===== src/rtl/parking_pkg.sv =====
// Shared types and helpers for the parking gate scheduler: gate FSM states,
// default gate timings and round-robin lane selection.
package parking_pkg;

  typedef enum logic [2:0] {
    IDLE   = 3'd0,
    DECIDE = 3'd1,
    OPEN   = 3'd2,
    COUNT  = 3'd3,
    CLOSE  = 3'd4
  } gate_state_e;

  localparam int unsigned DEF_OPEN_CYCLES  = 16;
  localparam int unsigned DEF_CLOSE_CYCLES = 4;
  localparam int unsigned MAX_LANES        = 8;

  // Lane after `lane`, wrapping at n.
  function automatic logic [2:0] rr_next(input logic [2:0] lane, input int unsigned n);
    if (32'(lane) + 32'd1 >= n) return 3'd0;
    return lane + 3'd1;
  endfunction

  // First requesting lane at or after ptr (wrapping); the smallest offset wins.
  function automatic logic [2:0] rr_pick(input logic [7:0] req, input logic [2:0] ptr,
                                         input int unsigned n);
    logic [2:0] pick;
    logic [2:0] idx;
    pick = ptr;
    for (int unsigned k = MAX_LANES; k > 0; k--) begin
      idx = 3'((32'(ptr) + k - 32'd1) % n);
      if (k <= n && req[idx]) pick = idx;
    end
    return pick;
  endfunction

endpackage


===== src/rtl/parking_gate_scheduler_gate_channel.sv =====
// One side of the car park: round-robin lane arbiter, gate FSM and gate timer.
module gate_channel
  import parking_pkg::*;
#(
  parameter int unsigned N            = 4,
  parameter int unsigned CHECK_SPACE  = 1,
  parameter int unsigned OPEN_CYCLES  = DEF_OPEN_CYCLES,
  parameter int unsigned CLOSE_CYCLES = DEF_CLOSE_CYCLES
) (
  input  logic         clk,
  input  logic         rst_n,
  input  logic [N-1:0] req,
  input  logic [N-1:0] is_uni,
  input  logic [N-1:0] passed,
  input  logic         space_uni,
  input  logic         space_any,
  output logic [N-1:0] gate_open,
  output logic [N-1:0] deny,
  output logic         count_pulse,
  output logic         count_uni,
  output logic         busy
);

  localparam int unsigned LW   = (N > 1) ? $clog2(N) : 1;
  localparam int unsigned TMAX = (OPEN_CYCLES > CLOSE_CYCLES) ? OPEN_CYCLES : CLOSE_CYCLES;
  localparam int unsigned TW   = (TMAX > 1) ? $clog2(TMAX) : 1;

  gate_state_e   state_q, state_d;
  logic [LW-1:0] lane_q, lane_d, ptr_q, ptr_d, pick;
  logic          uni_q, uni_d;
  logic [TW-1:0] timer_q, timer_d;
  logic [N-1:0]  gate_d, deny_d;
  logic          count_d, count_uni_d, busy_d;
  logic          space_ok;

  // Outputs are registered from the current state, so they trail it by one cycle.
  always_ff @(posedge clk or negedge rst_n) begin
    if (!rst_n) begin
      state_q     <= IDLE;
      lane_q      <= '0;
      ptr_q       <= '0;
      uni_q       <= 1'b0;
      timer_q     <= '0;
      gate_open   <= '0;
      deny        <= '0;
      count_pulse <= 1'b0;
      count_uni   <= 1'b0;
      busy        <= 1'b0;
    end else begin
      state_q     <= state_d;
      lane_q      <= lane_d;
      ptr_q       <= ptr_d;
      uni_q       <= uni_d;
      timer_q     <= timer_d;
      gate_open   <= gate_d;
      deny        <= deny_d;
      count_pulse <= count_d;
      count_uni   <= count_uni_d;
      busy        <= busy_d;
    end
  end

  always_comb begin
    state_d     = state_q;
    lane_d      = lane_q;
    ptr_d       = ptr_q;
    uni_d       = uni_q;
    timer_d     = (timer_q == TW'(TMAX - 1)) ? timer_q : timer_q + TW'(1);
    gate_d      = '0;
    deny_d      = '0;
    count_d     = 1'b0;
    count_uni_d = 1'b0;
    busy_d      = (state_q != IDLE);
    pick        = LW'(rr_pick(8'(req), 3'(ptr_q), N));
    space_ok    = (CHECK_SPACE == 0) || (uni_q ? space_uni : space_any);

    case (state_q)
      IDLE: begin
        timer_d = '0;
        if (|req) begin
          lane_d  = pick;
          uni_d   = is_uni[pick];
          state_d = DECIDE;
        end
      end
      DECIDE: begin
        timer_d = '0;
        if (space_ok) begin
          state_d = OPEN;
        end else begin
          deny_d[lane_q] = 1'b1;
          state_d        = CLOSE;
        end
      end
      OPEN: begin
        gate_d[lane_q] = 1'b1;
        // A pass in the expiry cycle still counts the car.
        if (passed[lane_q]) begin
          state_d = COUNT;
          timer_d = '0;
        end else if (timer_q == TW'(OPEN_CYCLES - 1)) begin
          deny_d[lane_q] = 1'b1;
          state_d        = CLOSE;
          timer_d        = '0;
        end
      end
      COUNT: begin
        count_d     = 1'b1;
        count_uni_d = uni_q;
        state_d     = CLOSE;
        timer_d     = '0;
      end
      CLOSE: begin
        if (timer_q == TW'(CLOSE_CYCLES - 1)) begin
          ptr_d   = LW'(rr_next(3'(lane_q), N));
          state_d = IDLE;
          timer_d = '0;
        end
      end
      default: state_d = IDLE;
    endcase
  end

endmodule


===== src/rtl/parking_gate_scheduler.sv =====
// Entry/exit barrier sequencer in front of the occupancy counter: one gate
// channel per side, entry gated on the counter's space flags.
module parking_gate_scheduler
  import parking_pkg::*;
#(
  parameter int unsigned NUM_ENTRY    = 4,
  parameter int unsigned NUM_EXIT     = 2,
  parameter int unsigned OPEN_CYCLES  = DEF_OPEN_CYCLES,
  parameter int unsigned CLOSE_CYCLES = DEF_CLOSE_CYCLES
) (
  input  logic                 clk,
  input  logic                 rst_n,
  input  logic [NUM_ENTRY-1:0] ent_req,
  input  logic [NUM_ENTRY-1:0] ent_is_uni,
  input  logic [NUM_ENTRY-1:0] ent_passed,
  input  logic [NUM_EXIT-1:0]  ext_req,
  input  logic [NUM_EXIT-1:0]  ext_is_uni,
  input  logic [NUM_EXIT-1:0]  ext_passed,
  input  logic                 uni_is_vacated_space,
  input  logic                 is_vacated_space,
  output logic [NUM_ENTRY-1:0] ent_gate_open,
  output logic [NUM_ENTRY-1:0] ent_deny,
  output logic [NUM_EXIT-1:0]  ext_gate_open,
  output logic [NUM_EXIT-1:0]  ext_deny,
  output logic                 car_entered,
  output logic                 is_uni_car_entered,
  output logic                 car_exited,
  output logic                 is_uni_car_exited,
  output logic                 ent_busy,
  output logic                 ext_busy
);

  gate_channel #(
    .N(NUM_ENTRY), .CHECK_SPACE(1), .OPEN_CYCLES(OPEN_CYCLES), .CLOSE_CYCLES(CLOSE_CYCLES)
  ) u_entry (
    .clk(clk), .rst_n(rst_n),
    .req(ent_req), .is_uni(ent_is_uni), .passed(ent_passed),
    .space_uni(uni_is_vacated_space), .space_any(is_vacated_space),
    .gate_open(ent_gate_open), .deny(ent_deny),
    .count_pulse(car_entered), .count_uni(is_uni_car_entered), .busy(ent_busy)
  );

  // Leaving never needs space in the car park.
  gate_channel #(
    .N(NUM_EXIT), .CHECK_SPACE(0), .OPEN_CYCLES(OPEN_CYCLES), .CLOSE_CYCLES(CLOSE_CYCLES)
  ) u_exit (
    .clk(clk), .rst_n(rst_n),
    .req(ext_req), .is_uni(ext_is_uni), .passed(ext_passed),
    .space_uni(1'b1), .space_any(1'b1),
    .gate_open(ext_gate_open), .deny(ext_deny),
    .count_pulse(car_exited), .count_uni(is_uni_car_exited), .busy(ext_busy)
  );

endmodule


===== config.mk =====
export PLATFORM = sky130hd
export DESIGN_NAME = parking_gate_scheduler
export DESIGN_NICKNAME = d
export VERILOG_FILES = /design/src/rtl/parking_pkg.sv /design/src/rtl/parking_gate_scheduler_gate_channel.sv /design/src/rtl/parking_gate_scheduler.sv
export SDC_FILE = /design/constraint.sdc
export NUM_CORES = 1
export LEC_CHECK = 0
export ABC_AREA = 1
export CAP_MARGIN = 10
export CORE_AREA = 2 2 77 79
export DETAILED_ROUTE_END_ITERATION = 8
export DIE_AREA = 0 0 79 81
export HOLD_SLACK_MARGIN = 0.1
export PLACE_DENSITY = 0.7
export SETUP_SLACK_MARGIN = 0.4
export SLEW_MARGIN = 5
export SYNTH_ARGS = -nofsm -noshare
export SYNTH_HDL_FRONTEND = slang
export SYNTH_SLANG_ARGS = --single-unit

===== constraint.sdc =====
create_clock -name clk -period 2.4 [get_ports clk]
set_input_delay 0.36 -clock clk [delete_from_list [all_inputs] [get_ports clk]]
set_output_delay 0.36 -clock clk [all_outputs]
set_load 0.1 [all_outputs]

# Yosys cells after proc, flatten, opt, wreduce, memory -nomap -nowiden
# Cells that the tools add are included.
[totals] wordCells=161 input_bits=22 reg_bits=40
[op_classes] magnitude_cmp=14 n_reduce_logical=16 addsub=18 n_eq_ne=18 mux=75
[ops] operator="$mux 4" count=12
[ops] operator="$ge 32x2->1 const B" count=1
[ops] operator="$ge 32x3->1 const B" count=1
[ops] operator="$mux 1" count=31
[ops] operator="$pmux 3 s5" count=2
[ops] operator="$mux 3" count=9
[ops] operator="$pmux 4 s3" count=2
[ops] operator="$mux 2" count=10
[ops] operator="$lt 2x4->1 const B" count=4
[ops] operator="$bmux 1 s2" count=6
[ops] operator="$eq 3x2->1 const B" count=4
[ops] operator="$add 4x1->4 const B" count=2
[ops] operator="$eq 4x2->1 const B" count=2
[ops] operator="$eq 4x4->1 const B" count=2
[ops] operator="$lt 1x4->1 const B" count=2
[ops] operator="$ne 2x1->1 const B" count=4
[ops] operator="$pmux 4 s2" count=1
[ops] operator="$reduce_and 2->1" count=4
[ops] operator="$sub 2x1->2 const B" count=4
[ops] operator="$add 2x1->2 const B" count=3
[ops] operator="$eq 3x1->1 const B" count=2
[ops] operator="$eq 3x3->1 const B" count=2
[ops] operator="$logic_not 3->1" count=2
[ops] operator="$lt 2x3->1 const B" count=2
[ops] operator="other kinds (17)" count=27

# Depth between registers and ports, before layout
# Gate-level depths: netlist of run 1.
[logic_depth] word_depth=10 depth_mapped=16 mapped_depth_nobuf=15

# Hierarchy
# A second synthesis of run 1 with hierarchy kept.
[hier_totals] hier_cells=297 hier_area_um2=2255.9
[modules_own_cells] mod="gate_channel at u_entry" cells_each=184 area_each_um2=1353.8 instances=1 seq_area_each_um2=575.6
[modules_own_cells] mod="gate_channel at u_exit" cells_each=112 area_each_um2=898.4 instances=1 seq_area_each_um2=425.4
[modules_own_cells] mod="parking_gate_scheduler" cells_each=1 area_each_um2=3.8 instances=1 seq_area_each_um2=0.0

# Least setup slack after synthesis of run 1
# No wires, ideal clock.
[synth_path] path_kind="register -> register" start="reg u_entry.ptr_q[0]" end="reg u_entry.uni_q" setup_ns=0.120 t_arrival_ns=1.288 path_buffers=1 path_slack_ns=0.992 required_ns=2.280 stages_incl_launch_ff=16 cell_sequence="dfrtp_1 -> buf_6 -> inv_8 -> nand2_1 -> nand2_2 -> nand2_1 -> nand2_1 -> nand2_1 -> nand2_2 -> nand3_2 -> nand2_2 -> nand2_1 -> nand3_1 -> nand2_1 -> nand2_1 -> nand2_1"
[synth_between] elab_chain_cells=10 word_cells_on_any_way=22 cone_classes="add/sub: 8; mux: 14"
[synth_rtl] element="start, declared" line_no="parking_gate_scheduler_gate_channel.sv:29" text="logic [LW-1:0] lane_q, lane_d, ptr_q, ptr_d, pick;"
[synth_rtl] element="start signal, assigned" line_no="parking_gate_scheduler_gate_channel.sv:52" text="ptr_q <= ptr_d;"
[synth_rtl] element="$add 2x1->2" line_no="parking_pkg.sv:30" text="idx = 3'((32'(ptr) + k - 32'd1) % n);"
[synth_rtl] element="$sub 2x1->2" line_no="parking_pkg.sv:30"
[synth_rtl] element="$bmux 1 s2" line_no="parking_pkg.sv:31" text="if (k <= n && req[idx]) pick = idx;"
[synth_rtl] element="$mux 1 (not written as such)" line_no="parking_pkg.sv:31"
[synth_rtl] element="$mux 2 (3 in a row)" line_no="parking_pkg.sv:31"
[synth_rtl] element="$mux 2 *" line_no="parking_pkg.sv:31"
[synth_rtl] element="$bmux 1 s2 *" line_no="parking_gate_scheduler_gate_channel.sv:82" text="uni_d = is_uni[pick];"
[synth_rtl] element="$mux 1 (not written as such) *" line_no="parking_gate_scheduler_gate_channel.sv:82"
[synth_rtl] element="end signal, assigned" line_no="parking_gate_scheduler_gate_channel.sv:53" text="uni_q <= uni_d;"
[synth_rtl] element="end, declared" line_no="parking_gate_scheduler_gate_channel.sv:30" text="logic uni_q, uni_d;"
# Mark *: on every way between the ends. The rest lies on a longest branch, timed or not. The select of a mux whose other input is x is not followed.
# A chain may end at the register's enable or synchronous reset.

# Worst setup path after layout of run 1
# Same ends and word-level chain as after synthesis.

==> results of run 1 <==
[worst min-delay path by stage]
| stage | start | endpoint | slack, ps | cells after the start |
|---|---|---|---|---|
| floorplan | rst_n | u_entry.busy | 60 | 0 |
| global placement | u_entry.state_q[1] | u_entry.state_q[0] | 470 | 1 |
| detailed placement | u_entry.state_q[1] | u_entry.state_q[0] | 470 | 1 |
| CTS | rst_n | u_exit.count_uni | 210 | 1 |
| global route | rst_n | u_exit.count_uni | 260 | 1 |
| finish | rst_n | u_exit.count_uni | 190 | 1 |
[per-layer routing]
layer / wire [um] / track usage (%)
met4: 71 / 5.17
met1: 1830 / 17.1
met5: 0 / 0
met3: 264 / 4.11
met2: 2000 / 26.5
[stage by stage]
step / instances / instance area (um2)
global route: 395 / 2680
finish: 395 / 2680
detailed placement: 387 / 2570
global placement: 387 / 2570
CTS: 395 / 2680
floorplan: 273 / 2140
[registers in the layout, indices dropped and copies added, names as in the netlist, 2 cells and up]
signal,count
u_entry.deny,4
u_entry.gate_open,4
u_entry.lane_q,2
u_entry.ptr_q,2
u_entry.state_q,3
u_entry.timer_q,4
u_exit.deny,2
u_exit.gate_open,2
u_exit.state_q,3
u_exit.timer_q,4
[final cells by class]
type	instances	area [um2]	area share [%]
sequential	40	1000	37.4
clock buffer	6	72.6	2.71
clock inverter	2	35.0	1.31
multi-input combinational	176	907	33.9
timing repair buffer	40	348	13.0
inverter	56	218	8.14
tap	75	93.8	3.51
[cell usage in the layout (no fill, tap or decap), drive strengths merged, types with 6 or more instances in the layout]
master,synthesis,routed
a21oi,9,9
buf,1,20
clkbuf,0,6
clkdlybuf4s50,0,20
dfrtp,40,40
ha,8,8
inv,55,55
nand2,62,62
nand3,18,18
nor2,34,34
nor3,11,11
o21ai,15,15
[worst register-to-register path, cell delays in order, from the launching register on]
cell and delay [ps]:
dfrtp_1 620, inv_8 80, nand2_2 90, nand3_1 80
nand2_1 110, clkinv_1 100, nand2_2 80, nand2_2 60
nand2_2 100, nand2_1 50, nand3_1 60, nand2_1 50
nand2_1 50, nand2_1 40
[power by group through the flow]
| stage | Combinational [mW] | Clock [mW] | Sequential (mW) |
|---|---|---|---|
| finish | 1.51 | 0.530 | 0.993 |
| global route | 1.72 | 0.579 | 1.03 |
| CTS | 1.52 | 0.549 | 0.995 |
| detailed placement | 1.51 | 0 | 1.01 |
| global placement | 1.49 | 0 | 1.00 |
| floorplan | 0.881 | 0 | 1.31 |
[kinds of logic after synthesis]
logic type      after synthesis
compound gates               35
simple gates                129
flops                        40
buf+inv                      57
xor+xnor                      1
fa+ha+maj                     8
mux                           3
==> impl_results.md, run 1 <==
* Fraction of layout cells with a size suffix above 1 at 17.5%
* Switching power at 1.42 mW
* ANT cells at 0
* Maxcap violations at 0
* Total number of yosys warnings at 0
* Summed negative setup slack over all endpoints at 0 ps
* Vias/cell at 4.64
* Gr usage total at around 15%
* Clock share of power at between 10% and 20%
* Count of cell instances traversed by the critical path at 13
* Most instantiated library cell after synthesis: nand2_1
* Die height at approximately 81 um
* Tot Pwr at 3.03 mW
* Int Power at 1.61 mW
* Buffers from clock root to sink, at most at 2
* Worst EP arrival at around 1900 ps
* Global-route wire length before repair at approximately 7500 um
* Post-Route Skew at between 6 and 7 ps
* Top cell family by delay on the critical path: simple AND/OR/NAND/NOR gates
* RSZ-0062 raised after global routing: no
* Drt total wl at 4160 um
* Standard cell with the maximum stage delay on the critical path: dfrtp_1
* Status: finished clean
* Delay of the slowest cell on the worst path at between 600 and 700 ps
* Sequential element share of the synthesized area at 46.8%
* Detailed placement HPWL at around 3300 um
* XOR/XNOR share of the synthesized area at less than 1%
* Number of buffers added for setup after CTS at 0
* Relative max-transition margin at 41.6%
* Total of hold buffers inserted after clock tree synthesis at 0
* Die span in x at 79 um
* Distinct cell type count of the synthesized netlist at 28
* Critical path buffers and inverters at 2
* Capturing instance or port of the critical path: u_entry.uni_q
* CTS tree: done
* Final-report max-slew violation count at 0
* Synth cell count leaders: nand2_1, dfrtp_1, inv_1
* Critical Path Start: u_entry.ptr_q[0]
* CP Cell Sequence: inv_8 > nand2_2 > nand3_1 > nand2_1 > clkinv_1 > nand2_2 > nand2_2 > nand2_2 > nand2_1 > nand3_1 > nand2_1 > nand2_1 > nand2_1
* Number of global-route vias before repair at 1765
* Core utilization of the finished layout at around 47%
* Final estimated routing congestion in global placement at 0.897
* Power share of the combinational group at roughly half
* Floorplan core area at 5680 um2
* Count of vias placed by the detailed router at 1834
* Post-synth net total at 303
* Post-synthesis instance area at 2140 um2
* Cell accounting for the most synthesized area: dfrtp_1
* Fill cell total of the finished layout at 565
* Number of setup violations in the final report at 0
* Post-synthesis share of cell area spent on and, or, nand and nor gates at 26.6%
* Io pins at 40
* Reg2Reg Depth at 13
* Primary FF master, synth: dfrtp_1
* Largest net degree at the start of global routing at 41
* Reg-to-reg setup timing slack at 730 ps
* Area added between synthesis and finish at 25.2%
* Compound-cell area share of the yosys netlist at 9.37%
* Tightest hold margin at 186 ps
* Post-synthesis register bit count at 40
* Pre-Repair DR Iteration Count at 4
* Remaining number of nets flagged by the antenna check after routing at 0
* Post-Synthesis Mean Instance Area at between 7 and 8 um2
* Main combinational cell family by area after synthesis: simple AND/OR/NAND/NOR gates
* Starting density of the core at 37.7%
* Proportion of synthesized flip-flops having asynchronous set or reset at 100%
* Largest cells by area after synthesis: dfrtp_1, nand2_1, inv_1
* Reg power frac at 32.8%
* Insertion delay to the later sink of the worst-skew pair at 290 ps
* H-tree lvl count at 2
* Max rail drop VDD at 0.693 mV
* Multiplexer fraction of the synthesized cell area at 1.41%
* Worst endpoint required time at 2580 ps
* Startpoint of the worst-slack reg-to-reg timing path: u_entry.ptr_q[0]
* R2r endpoint: u_entry.uni_q
* Synthesized-area fraction occupied by adder cells at roughly 4.7%
* Count of input and output buffers at 39
* Largest fanout of any net on the critical path at 10
* Top cell type's share of synthesized area at 46.8%
* Post-Syn Instances at between 200 and 300
* Clock transition at the registers of the reported paths at 80 ps
* DRC violations left at 0
* Fmax achieved at 599 MHz
* Hold Path Class: in -> async
* Root Driver: clkbuf_8
* CP startpoint kind: flip-flop
* Total Die Area at 6400 um2
* Final worst-path cycle share at 69.6%
* Mean routed wirelength per cell at 10.5 um
* Number of buffers created by CTS at 5
* Net count, final at 349
* GRT Residual Overflow at 0
* Fraction of power spent switching nets at a little under half
* Number of antenna violations at the first check in global routing at 0
* Transition at the pin with the smallest max-transition slack at 875 ps
* Detailed Route Iter0 Violations at between 50 and 60
* Post-placement setup slack at 478 ps
* Type of destination of the critical path: flip-flop
* Minimum period implied by the final worst setup slack at 1670 ps
* Number of core rows at 28
* Leakage component of the power at 1.36 nW
* Most frequent CP cell: nand2_1
* Critical path class: reg -> reg
* Count of flip-flops with a built-in enable after synthesis at 0
* Sinks on Clock Net at 40
* Post-layout worst setup margin at 730 ps
* Cells resized by post-CTS repair at 0
* Power density normalized to cell area at 1130 nW/um2
* Number of hold violations in the final report at 0
Note: power is estimated with default switching activity, not from simulation.
==> run 2, diff against run 1 <==
Clock period 2.4 ns to 1.6 ns, I/O delays scaled along.
==> impl_results.md, run 2 (synthesis gave the netlist of run 1 again) <==
* Status: finished with violations
* Violations in the final reports: setup timing
* Global-route wire length before repair at 9090 um
* Type of destination of the critical path: flip-flop
* Worst endpoint required time at around 1800 ps
* Mean routed wirelength per cell at between 15 and 20 um
* Die height at 81 um
* Highest-count cells in the layout ignoring fill and taps: buf_4, dfrtp_1, inv_1
* Area added between synthesis and finish at 91.0%
* Post-route met1 wirelength at 2590 um
* Maxcap violations at 0
* Starting density of the core at roughly 38%
* Fraction of layout cells with a size suffix above 1 at 56.1%
* Detailed Route Iter0 Violations at 63
* Final-report max-slew violation count at 0
* DRC violations left at 0
* Remaining number of nets flagged by the antenna check after routing at 0
* H-tree lvl count at 2
* DR WL met2 at roughly 3900 um
* Total Die Area at 6400 um2
* Fmax achieved at 600 MHz
* Buffers from clock root to sink, at most at 2
* Area of all placed cells without fillers at 4080 um2
* GRT Residual Overflow at 0
* Critical path class: reg -> reg
* Hold Path Class: in -> async
* Number of global-route vias before repair at 2054
* Number of antenna violations at the first check in global routing at 0
* Floorplan core area at 5680 um2
* Summed negative setup slack over all endpoints at -65.5 ps
* Largest fanout of any net on the critical path at 7
* Drt total wl at 6930 um
* Most common library cell in the layout ignoring fill and taps: buf_4
* ANT cells at 0
* Number of core rows at 28
* CP startpoint kind: flip-flop
* Dpl cell area at 3000 um2
* RSZ-0062 raised after global routing: yes
* Power density normalized to cell area at 1680 nW/um2
* Max rail drop VDD at about 1.2 mV
* Gr usage total at 18.4%
* Net count, final at 410
* Detailed placement HPWL at 3690 um
* Number of setup violations in the final report at 1
* Insertion delay to the later sink of the worst-skew pair at a little under 300 ps
* Met3 routed wirelength at around 290 um
* Count of vias placed by the detailed router at about 2300
* Number of buffers created by CTS at 5
* Root Driver: clkbuf_8
* Io pins at 40
* Sinks on Clock Net at 40
* Final worst-path cycle share at 104%
* Minimum period implied by the final worst setup slack at 1670 ps
* Post-Route Skew at a little under 10 ps
* Number of hold violations in the final report at 0
* Reg-to-reg setup timing slack at -70 ps
* Highest layer used for signal routing: met4
* Die span in x at 79 um
* Worst EP arrival at 1840 ps
* Reg2Reg Depth at 15
* Vias/cell at a little under 5
* R2r endpoint: u_entry.uni_q
* Pre-Repair DR Iteration Count at 4
* Clock transition at the registers of the reported paths at roughly 80 ps
* Leakage component of the power at 1.88 nW
* Final estimated routing congestion in global placement at 0.875
* CTS tree: done
* Largest net degree at the start of global routing at 22
* Relative max-transition margin at 65.5%
* Count of input and output buffers at 39
* Startpoint of the worst-slack reg-to-reg timing path: u_entry.ptr_q[0]
* Transition at the pin with the smallest max-transition slack at 518 ps
* Post-layout worst setup margin at -65.5 ps
==> run 2: metal layers <==
metal,GRT usage [%],vias up
met3,4.67,18
li1,-,1072
met4,8.97,0
met2,32.1,80
met1,21.0,1093
met5,0,-
==> run 2: area by class of cell <==
class	count	area, um2
inverter	56	255
fill	369	1590
timing repair buffer	101	1130
sequential	40	1010
multi-input combinational	176	1500
tap	75	93.8
clock buffer	7	96.3
==> run 2: how the worst max path moves through the flow <==
stage / startpoint / end / slack (ps) / depth (start not counted)
after floorplan: u_entry.ptr_q[0] / u_entry.uni_q / 200 / 15
after global placement: ent_req[1] / u_entry.uni_q / -140 / 16
after detailed placement: ent_req[1] / u_entry.uni_q / -180 / 16
after CTS: u_entry.ptr_q[0] / u_entry.uni_q / 30 / 15
after global routing: u_entry.ptr_q[0] / u_entry.uni_q / -180 / 15
final: u_entry.ptr_q[0] / u_entry.uni_q / -70 / 15
==> run 2: repair_timing <==
| action | in CTS | in global routing |
|---|---|---|
| buffers inserted | 26 | 22 |
| endpoints found under the setup margin | 24 | 29 |
| gates cloned | 0 | 1 |
| endpoints found under the hold margin | 19 | 0 |
| pin swaps | 22 | 38 |
| hold buffers | 1 | 0 |
| gates resized for setup | 45 | 109 |
==> run 2: metrics by stage <==
| step | hold WS (ps) | total power, mW | util [%] | instances | setup slack (ps) |
|---|---|---|---|---|---|
| after floorplan | -55.6 | 3.39 | - | 273 | 201 |
| after global placement | 231 | 4.23 | 52.8 | 398 | -144 |
| after detailed placement | 242 | 4.30 | 52.8 | 398 | -184 |
| after CTS | 460 | 5.57 | 61.1 | 432 | 30.0 |
| after global routing | 491 | 7.24 | 71.9 | 455 | -182 |
| final | 456 | 6.85 | 71.9 | 455 | -65.5 |
==> run 2: power by group <==
part	internal, mW	switching, mW	leakage, nW
combinational	1.95	2.61	1.30
sequential	1.28	0.279	0.526
clock	0.385	0.345	0.0503
==> run 2: worst max-delay path, stage by stage, from the launching register on <==
cell	delay, ps
dfrtp_2	450
buf_12	150
clkinv_8	70
nand2_2	60
nand3_1	110
nand2_1	70
inv_1	60
nand2_2	50
nand2_2	70
nand3_2	80
nand2_2	100
nand2_1	50
nand3_1	70
nand2_1	70
nand2_1	60
nand2_1	40
==> run 3, diff against run 2 <==
Settings changed: PLACE_DENSITY 0.7 to unset, PLACE_DENSITY_LB_ADDON set to 0.1.
==> impl_results.md, run 3 (synthesis gave the netlist of run 1 again) <==
* Insertion delay to the later sink of the worst-skew pair at ~300 ps
* Critical Path Start: u_entry.ptr_q[0]
* Remaining number of nets flagged by the antenna check after routing at 0
* Type of destination of the critical path: flip-flop
* DRC violations left at 0
* Largest net degree at the start of global routing at 24
* M2 GR Usage at 31.1%
* Worst EP arrival at between 1500 and 2000 ps
* Global-route wire length before repair at around 9000 um
* GRT Residual Overflow at 0
* Relative max-transition margin at a little over two thirds
* Reg-to-reg setup timing slack at about 23 ps
* Drt total wl at approximately 6100 um
* Post-Route Skew at 13.8 ps
* Worst endpoint required time at between 1500 and 2000 ps
* Root Driver: clkbuf_8
* Final estimated routing congestion in global placement at 0.919
* Reg2Reg Depth at 13
* Startpoint of the worst-slack reg-to-reg timing path: u_entry.ptr_q[0]
* Net count, final at around 410
* Area added between synthesis and finish at 83.0%
* Number of setup violations in the final report at 0
* Number of core rows at 28
* Final-report max-slew violation count at 0
* Count of input and output buffers at 39
* Maxcap violations at 0
* Buffers from clock root to sink, at most at 2
* Max rail drop VDD at between 1 and 1.5 mV
* Starting density of the core at 37.7%
* Final worst-path cycle share at 98.5%
* Critical path class: reg -> reg
* Minimum period implied by the final worst setup slack at 1580 ps
* Number of global-route vias before repair at 2061
* Capturing instance or port of the critical path: u_entry.uni_q
* Detailed placement HPWL at 3610 um
* Floorplan core area at 5680 um2
* Number of hold violations in the final report at 0
* Fraction of layout cells with a size suffix above 1 at 52.4%
* Total Die Area at 6400 um2
* Post-placement setup slack at -221 ps
* Pre-Repair DR Iteration Count at 4
* ANT cells at 0
* Post-layout worst setup margin at 23.2 ps
* Transition at the pin with the smallest max-transition slack at between 400 and 500 ps
* Number of buffers created by CTS at 5
* Fmax achieved at 634 MHz
* Mean routed wirelength per cell at 13.5 um
* Hold Path Class: in -> async
* Io pins at 40
* Gr usage total at 18.0%
* Global routing usage on met3 at 4.33%
* Most common library cell in the layout ignoring fill and taps: buf_4
* Highest-count cells in the layout ignoring fill and taps: buf_4, dfrtp_1, nand2_1
* Number of non-filler instances in the completed layout at between 400 and 500
* CP startpoint kind: flip-flop
* Largest fanout of any net on the critical path at 5
* Detailed Route Iter0 Violations at 45
* Leakage component of the power at 1.82 nW
* Number of antenna violations at the first check in global routing at 0
* Status: finished clean
* Clock transition at the registers of the reported paths at approximately 90 ps
* Power density normalized to cell area at 1670 nW/um2
* Count of vias placed by the detailed router at ~2200
* H-tree lvl count at 2
* CTS tree: done
* Sinks on Clock Net at 40
* R2r endpoint: u_entry.uni_q
* Most used routing layer: met2
* Die height at 81 um
* Die span in x at between 70 and 80 um
* RSZ-0062 raised after global routing: yes
* Global Route met1 Usage at approximately a fifth
* Number of cells after detailed placement at 393
* Vias/cell at roughly 4.9
-- run 3: cell count changes in the layout (fill, tap and decap cells not counted), sizes merged --
cell    delta
buf        -4
inv        -1
clkbuf     -2
clkinv     +1
bufinv     +2
-- run 3: metal layers --
| metal | vias to the layer above | wire length [um] |
|---|---|---|
| li1 | 1079 | - |
| met1 | 1036 | 2410 |
| met2 | 60 | 3180 |
| met3 | 19 | 270 |
| met4 | 0 | 212 |
| met5 | - | 0 |
-- run 3: worst min-delay path by stage --
stage	from	endpoint	slack, ps	depth (start not counted)
floorplan	rst_n	u_entry.busy	-60	0
global placement	rst_n	u_exit.gate_open[0]	210	1
detailed placement	rst_n	u_exit.gate_open[0]	210	1
CTS	rst_n	u_exit.ptr_q	430	2
global route	rst_n	u_exit.ptr_q	460	2
finish	rst_n	u_exit.ptr_q	420	2
-- run 3: what timing repair did --
action                     in CTS  in global routing
hold buffers                    1                  0
resized for setup              47                 75
pin swaps                      17                 27
hold endpoints to repair       17                  0
setup endpoints to repair      25                 32
buffers inserted               32                 17
-- run 3: power by group --
| part | internal (mW) | switching (mW) |
|---|---|---|
| Sequential | 1.28 | 0.266 |
| Clock | 0.624 | 0.362 |
| Combinational | 1.69 | 2.31 |
-- run 3: through the flow --
step	TNS (ps)	area [um2]	util [%]	power [mW]	hold WS (ps)
6_report	0	3910	68.9	6.54	415
5_1_grt	-181	3910	68.9	6.95	456
4_1_cts	0	3480	61.4	5.80	428
3_5_place_dp	-916	2950	51.9	4.20	207
3_3_place_gp	-974	2950	51.9	4.16	211
2_1_floorplan	0	2230	-	3.39	-55.6
-- run 3: area by class of cell --
type,count,area [um2]
clock buffers,6,72.6
clock inverters,2,60.1
fillers,429,1770
inverters,56,240
multi-input cells,176,1380
flip-flops and latches,40,1010
well taps,75,93.8
repair buffers,96,1060
-- run 3: critical path, cell delays in order (launching register included) --
cell,delay (ps)
dfrtp_2,420
buf_12,140
nand2_1,90
nand3_1,120
nand2_1,120
clkinv_1,100
nand2_2,70
nand2_2,60
nand2_2,80
nand2_1,60
nand3_1,60
nand2_1,50
nand2_1,50
nand2_1,40
